===== config.mk =====
export PLATFORM = sky130hd
export DESIGN_NAME = echo_queue
export DESIGN_NICKNAME = d
export VERILOG_FILES = /design/src/rtl/echo_queue.sv
export SDC_FILE = /design/constraint.sdc
export NUM_CORES = 1
export LEC_CHECK = 0
export ABC_AREA = 1
export BUFFER_PORTS_ARGS = -buffer_cell sky130_fd_sc_hd__clkbuf_2
export CORE_MARGIN = 2
export CORE_UTILIZATION = 61
export CTS_CLUSTER_DIAMETER = 120
export DETAILED_ROUTE_END_ITERATION = 12
export GPL_TIMING_DRIVEN = 1
export PLACE_DENSITY = 0.86
export RECOVER_POWER = 100
export SYNTH_ARGS = -nofsm -noshare
export SYNTH_HDL_FRONTEND = slang
export SYNTH_SLANG_ARGS = --single-unit
export TNS_END_PERCENT = 20

===== constraint.sdc =====
create_clock -name CLK -period 9.79 [get_ports CLK]
set_input_delay 1.4685 -clock CLK [delete_from_list [all_inputs] [get_ports CLK]]
set_output_delay 1.4685 -clock CLK [all_outputs]
set_load 0.02 [all_outputs]

===== src/rtl/echo_queue.sv =====
// rtl/echo_queue.sv - in-order echo FIFO with a programmable delay stage and say2 double replay
// Entries are {rep, meth, v}; the stage replays each entry once (say) or twice (say2).
module echo_queue #(
  parameter int DATA_WIDTH   = 32,
  parameter int DEPTH        = 4,
  parameter int DELAY_CYCLES = 1
) (
  input  logic                          CLK,
  input  logic                          nRST,
  input  logic                          request_say__ENA,
  input  logic [DATA_WIDTH-1:0]         request_say_meth,
  input  logic [DATA_WIDTH-1:0]         request_say_v,
  output logic                          request_say__RDY,
  input  logic                          request_say2__ENA,
  input  logic [DATA_WIDTH-1:0]         request_say2_meth,
  input  logic [DATA_WIDTH-1:0]         request_say2_v,
  output logic                          request_say2__RDY,
  output logic                          indication_heard__ENA,
  output logic [DATA_WIDTH-1:0]         indication_heard_meth,
  output logic [DATA_WIDTH-1:0]         indication_heard_v,
  input  logic                          indication_heard__RDY,
  input  logic [1:0]                    rule_enable,
  output logic [1:0]                    rule_ready,
  output logic [$clog2(DEPTH+1)-1:0]    occupancy
);

  localparam int PTR_W = $clog2(DEPTH);
  localparam int CNT_W = $clog2(DEPTH+1);
  localparam int TMR_W = (DELAY_CYCLES > 0) ? $clog2(DELAY_CYCLES+1) : 1;
  localparam logic [CNT_W-1:0] FULL_CNT = CNT_W'(DEPTH);
  localparam logic [TMR_W-1:0] TMR_LOAD = TMR_W'(DELAY_CYCLES);

  logic                  r_mem_rep  [DEPTH];
  logic [DATA_WIDTH-1:0] r_mem_meth [DEPTH];
  logic [DATA_WIDTH-1:0] r_mem_v    [DEPTH];

  logic [PTR_W-1:0]      r_wptr;
  logic [PTR_W-1:0]      r_rptr;
  logic [CNT_W-1:0]      r_count;
  logic                  r_stage_valid;
  logic [DATA_WIDTH-1:0] r_stage_meth;
  logic [DATA_WIDTH-1:0] r_stage_v;
  logic [1:0]            r_stage_remaining;
  logic [TMR_W-1:0]      r_timer;

  logic                  w_not_full;
  logic                  w_say_acc;
  logic                  w_say2_acc;
  logic                  w_push;
  logic                  w_wr_rep;
  logic [DATA_WIDTH-1:0] w_wr_meth;
  logic [DATA_WIDTH-1:0] w_wr_v;
  logic                  w_delay_ready;
  logic                  w_resp_ready;
  logic                  w_delay_fire;
  logic                  w_resp_fire;

  // say wins a same-cycle collision, so say2 is only accepted when say is idle
  assign w_not_full        = (r_count != FULL_CNT);
  assign request_say__RDY  = w_not_full;
  assign request_say2__RDY = w_not_full && !request_say__ENA;
  assign w_say_acc         = request_say__ENA && request_say__RDY;
  assign w_say2_acc        = request_say2__ENA && request_say2__RDY;
  assign w_push            = w_say_acc || w_say2_acc;
  assign w_wr_rep          = !w_say_acc;
  assign w_wr_meth         = w_say_acc ? request_say_meth : request_say2_meth;
  assign w_wr_v            = w_say_acc ? request_say_v    : request_say2_v;

  assign w_delay_ready = (r_count != '0) && !r_stage_valid;
  assign w_resp_ready  = r_stage_valid && (r_timer == '0) && indication_heard__RDY;
  assign w_delay_fire  = rule_enable[0] && w_delay_ready;
  assign w_resp_fire   = rule_enable[1] && w_resp_ready;

  assign rule_ready            = {w_resp_ready, w_delay_ready};
  assign indication_heard__ENA = w_resp_fire;
  assign indication_heard_meth = r_stage_valid ? r_stage_meth : '0;
  assign indication_heard_v    = r_stage_valid ? r_stage_v    : '0;
  assign occupancy             = r_count;

  always_ff @(posedge CLK) begin
    if (w_push) begin
      r_mem_rep[r_wptr]  <= w_wr_rep;
      r_mem_meth[r_wptr] <= w_wr_meth;
      r_mem_v[r_wptr]    <= w_wr_v;
    end
  end

  always_ff @(posedge CLK or negedge nRST) begin
    if (!nRST) begin
      r_wptr            <= '0;
      r_rptr            <= '0;
      r_count           <= '0;
      r_stage_valid     <= 1'b0;
      r_stage_meth      <= '0;
      r_stage_v         <= '0;
      r_stage_remaining <= 2'd0;
      r_timer           <= '0;
    end else begin
      if (w_push) r_wptr <= r_wptr + 1'b1;
      if (w_delay_fire) r_rptr <= r_rptr + 1'b1;

      if (w_push && !w_delay_fire) r_count <= r_count + 1'b1;
      else if (!w_push && w_delay_fire) r_count <= r_count - 1'b1;

      // delay and respond never fire together: one needs the stage empty, the other full
      if (w_delay_fire) begin
        r_stage_valid     <= 1'b1;
        r_stage_meth      <= r_mem_meth[r_rptr];
        r_stage_v         <= r_mem_v[r_rptr];
        r_stage_remaining <= r_mem_rep[r_rptr] ? 2'd2 : 2'd1;
        r_timer           <= TMR_LOAD;
      end else if (w_resp_fire) begin
        if (r_stage_remaining == 2'd2) begin
          r_stage_remaining <= 2'd1;
          r_timer           <= TMR_LOAD;
        end else begin
          r_stage_valid     <= 1'b0;
        end
      end else if (r_stage_valid && (r_timer != '0)) begin
        r_timer <= r_timer - 1'b1;
      end
    end
  end

endmodule

==> summary.md <==
| Metric | Value |
|---|---|
| Outcome | `finished, violations left` |
| Failing checks | `capacitance limit, slew limit` |
| # rows | `55` |
| Share of cells above drive strength 1 | `between 10% and 20%` |
| Setup WS post-layout | `3.520 ns` |
| Crit path time final | `6.270 ns` |
| GRT Total Usage | `between 20% and 30%` |
| Area grow syn2layout | `14.31%` |
| Yosys reg bits | `335` |
| Ranking of synthesized cells by area | `edfxtp_1, dfrtp_1, nand2_1` |
| Post-Syn Instances | `1324` |
| DP Area | `~0.015 mm²` |
| Vias per cell | `around 5.8` |
| Tightest Hold Check Type | `flop to flop` |
| CP Capture Type | `flop` |
| Via count | `10420` |
| FF+latch area | `0.009689 mm²` |
| CTS sink cnt | `335` |
| Synth async-reset ratio | `between 20 and 25%` |
| RSZ-0062 raised after global routing | `false` |
| # nets final | `1631` |
| Synth cell types | `25` |
| Diode count | `0` |
| Hold wc startpoint | `r_stage_v[28]$_DFFE_PN0P_` |
| Worst Path Required | `9.97 ns` |
| Post-synth top cells | `nand2_1, edfxtp_1, nor2_1` |
| Global route overflow | `0` |
| WL per Instance | `around 19 µm` |
| Final Wtd Congestion | `0.8000` |
| Clock buffer depth | `3` |
| Final instance area | `0.01601 mm²` |
| H-tree depth | `1` |
| Clock slew at reported path FFs | `0.06 ns` |
| Area leader, netlist | `edfxtp_1` |
| First-pass GRT wire length | `52.54 mm` |
| Slew margin rel. | `-121.7%` |
| Multi-input combinational cell area | `~0.0036 mm²` |
| MaxCap Viol Count | `6` |
| Setup TNS | `0 ns` |
| CP startpoint kind | `input port` |
| Die X-Extent | `155.5 µm` |
| Total wire length | `33.75 mm` |
| Worst reg-to-reg path cell count | `9` |
| DP Wirelength | `between 15 and 20 mm` |
| Post-CTS Setup Bufs | `0` |
| Most common cell in the netlist | `nand2_1` |
| CP max FO | `between 60 and 70` |
| Crit share post-route | `64.05%` |
| Fill count | `1580` |
| End of the worst register-to-register path | `occupancy[2]$_DFFE_PN0P_` |
| Resize count post-CTS | `0` |
| CTS tree | `done` |
| EDFF count, synth | `260` |
| Worst slew pin tran | `around 3.3 ns` |
| Number of global-route vias before repair | `10490` |
| CP Data Arrival Time | `6.45 ns` |
| Mapped Area | `between 0.01 and 0.015 mm²` |
| Post-synth top area share | `55.75%` |
| Core Area | `0.02257 mm²` |
| Power Dens Cells | `between 300 and 400 mW/mm²` |
| Initial Util | `between 60 and 70%` |
| Slew Viols, Final | `326` |
| Syn Nets | `1465` |
| Detailed Routing Iterations Pass 1 | `5` |
| I/O pin cnt | `207` |
| Register area share after synthesis | `69.15%` |
| Min-Delay Path Depth | `2` |
| Die ar. | `0.02419 mm²` |
| Clk_lat worst skew | `between 0.5 and 0.6 ns` |
| Post-Syn Area per Cell | `10.58 µm²` |
| Critical R2R Launch | `r_stage_valid$_DFFE_PN0P_` |
| CTS Hold Bufs | `0` |
| Hold EP | `r_stage_v[28]$_DFFE_PN0P_` |
| DP Worst Slack | `approximately 5.5 ns` |
| Largest net degree at the start of global routing | `between 70 and 80` |
| DRC | `0` |
| CTS root buffer | `clkbuf_16` |
| WS Path Type | `input port to flop` |
| Hold Vio Cnt, Final | `0` |
| DRT antenna net count | `0` |
| CTS buffer count | `31` |
| Tot Pwr | `0.005408 W` |
| Leak | `6.985 nW` |
| R2R Setup Slk | `roughly 3.6 ns` |
| Initial antenna violation count | `0` |
| # port buffers | `206` |
| F_max | `159.5 MHz` |
| Die height | `155.5 µm` |
| Count of final setup violators | `0` |
| Ys Warns | `0` |
| Ys flop type | `edfxtp_1` |
| Clock skew | `0.02435 ns` |
| 1st-iter DRT viols | `1012` |
| Max VDD drop | `0.1756 mV` |
==> cell families after synthesis <==
logic type	synth area share, %
and+or+nand+nor	17.01
DFF	69.15
AOI/OAI and AO/OA	7.782
buffers and inverters	5.075
adders and majority gates	0.5897
xor gates and xnor gates	0.3127
muxes	0.08040
==> registers in the layout, indices dropped and copies added, names as in the netlist <==
signal and flops:
r_rptr 2, r_mem_meth 128, r_stage_meth 32, r_mem_rep 4
r_stage_remaining 2, r_stage_valid 1, r_mem_v 128, occupancy 3
r_wptr 2, r_stage_v 32, r_timer 1
==> area by class of cell <==
cell class	instances	area share, %
Tap cell	285	2.227
Sequential cell	335	60.52
Multi-Input combinational cell	822	22.67
Clock buffer	38	5.135
Timing Repair Buffer	219	6.393
Inverter	81	1.915
Clock inverter	20	1.133
==> through the flow <==
| step | util, % | hold slack [ns] | instances |
|---|---|---|---|
| 2_1_floorplan | - | 0.4422 | 1324 |
| 3_3_place_gp | 67.06 | 0.4568 | 1742 |
| 3_5_place_dp | 67.06 | 0.4658 | 1742 |
| 4_1_cts | 71.51 | 0.4843 | 1800 |
| 5_1_grt | 70.93 | 0.5005 | 1800 |
| 6_report | 70.93 | 0.4782 | 1800 |
==> metal layers <==
metal / GRT usage [%] / up-vias / part of all wire, %
met5: 0 / - / 0
met3: 3.844 / 85 / 8.5
met1: 35.83 / 4962 / 38
met2: 48.25 / 591 / 50
li1: - / 4783 / -
met4: 11.97 / 0 / 3.3
==> layout by cell type (no fill, tap or decap), types with 16 or more instances in the layout <==
| cell type | count |
|---|---|
| edfxtp_1 | 260 |
| inv_1 | 75 |
| o22ai_1 | 64 |
| nor2_1 | 136 |
| nand3_1 | 66 |
| nand2_1 | 402 |
| clkbuf_2 | 134 |
| o21ai_0 | 115 |
| dfrtp_1 | 73 |
| o21ai_1 | 16 |
| clkbuf_16 | 31 |
| clkbuf_1 | 81 |
==> power by group <==
| part | internal (W) | switching, W |
|---|---|---|
| logic | 0.000509 | 0.00136 |
| registers | 0.00214 | 0.000220 |
| clock network | 0.000676 | 0.000505 |
==> worst max path at each step <==
stage	end	start	slack (ns)	cells past startpoint
floorplan	r_mem_meth[0][0]$_DFFE_PP_	request_say__ENA	5.01	2
global placement	r_mem_v[1][25]$_DFFE_PP_	request_say__ENA	5.59	5
detailed placement	r_mem_v[1][26]$_DFFE_PP_	request_say__ENA	5.53	5
CTS	indication_heard__ENA	r_stage_valid$_DFFE_PN0P_	5.85	6
global route	occupancy[2]$_DFFE_PN0P_	r_stage_valid$_DFFE_PN0P_	3.12	9
finish	r_mem_v[2][15]$_DFFE_PP_	request_say__ENA	3.52	5
==> worst max-delay path, stage by stage <==
cell and delay (ns):
clkbuf_2 0.08, clkbuf_1 2.34, o21ai_2 0.62, nor2_1 1.10, buf_4 0.80
Note: power is estimated with default switching activity, not from simulation.
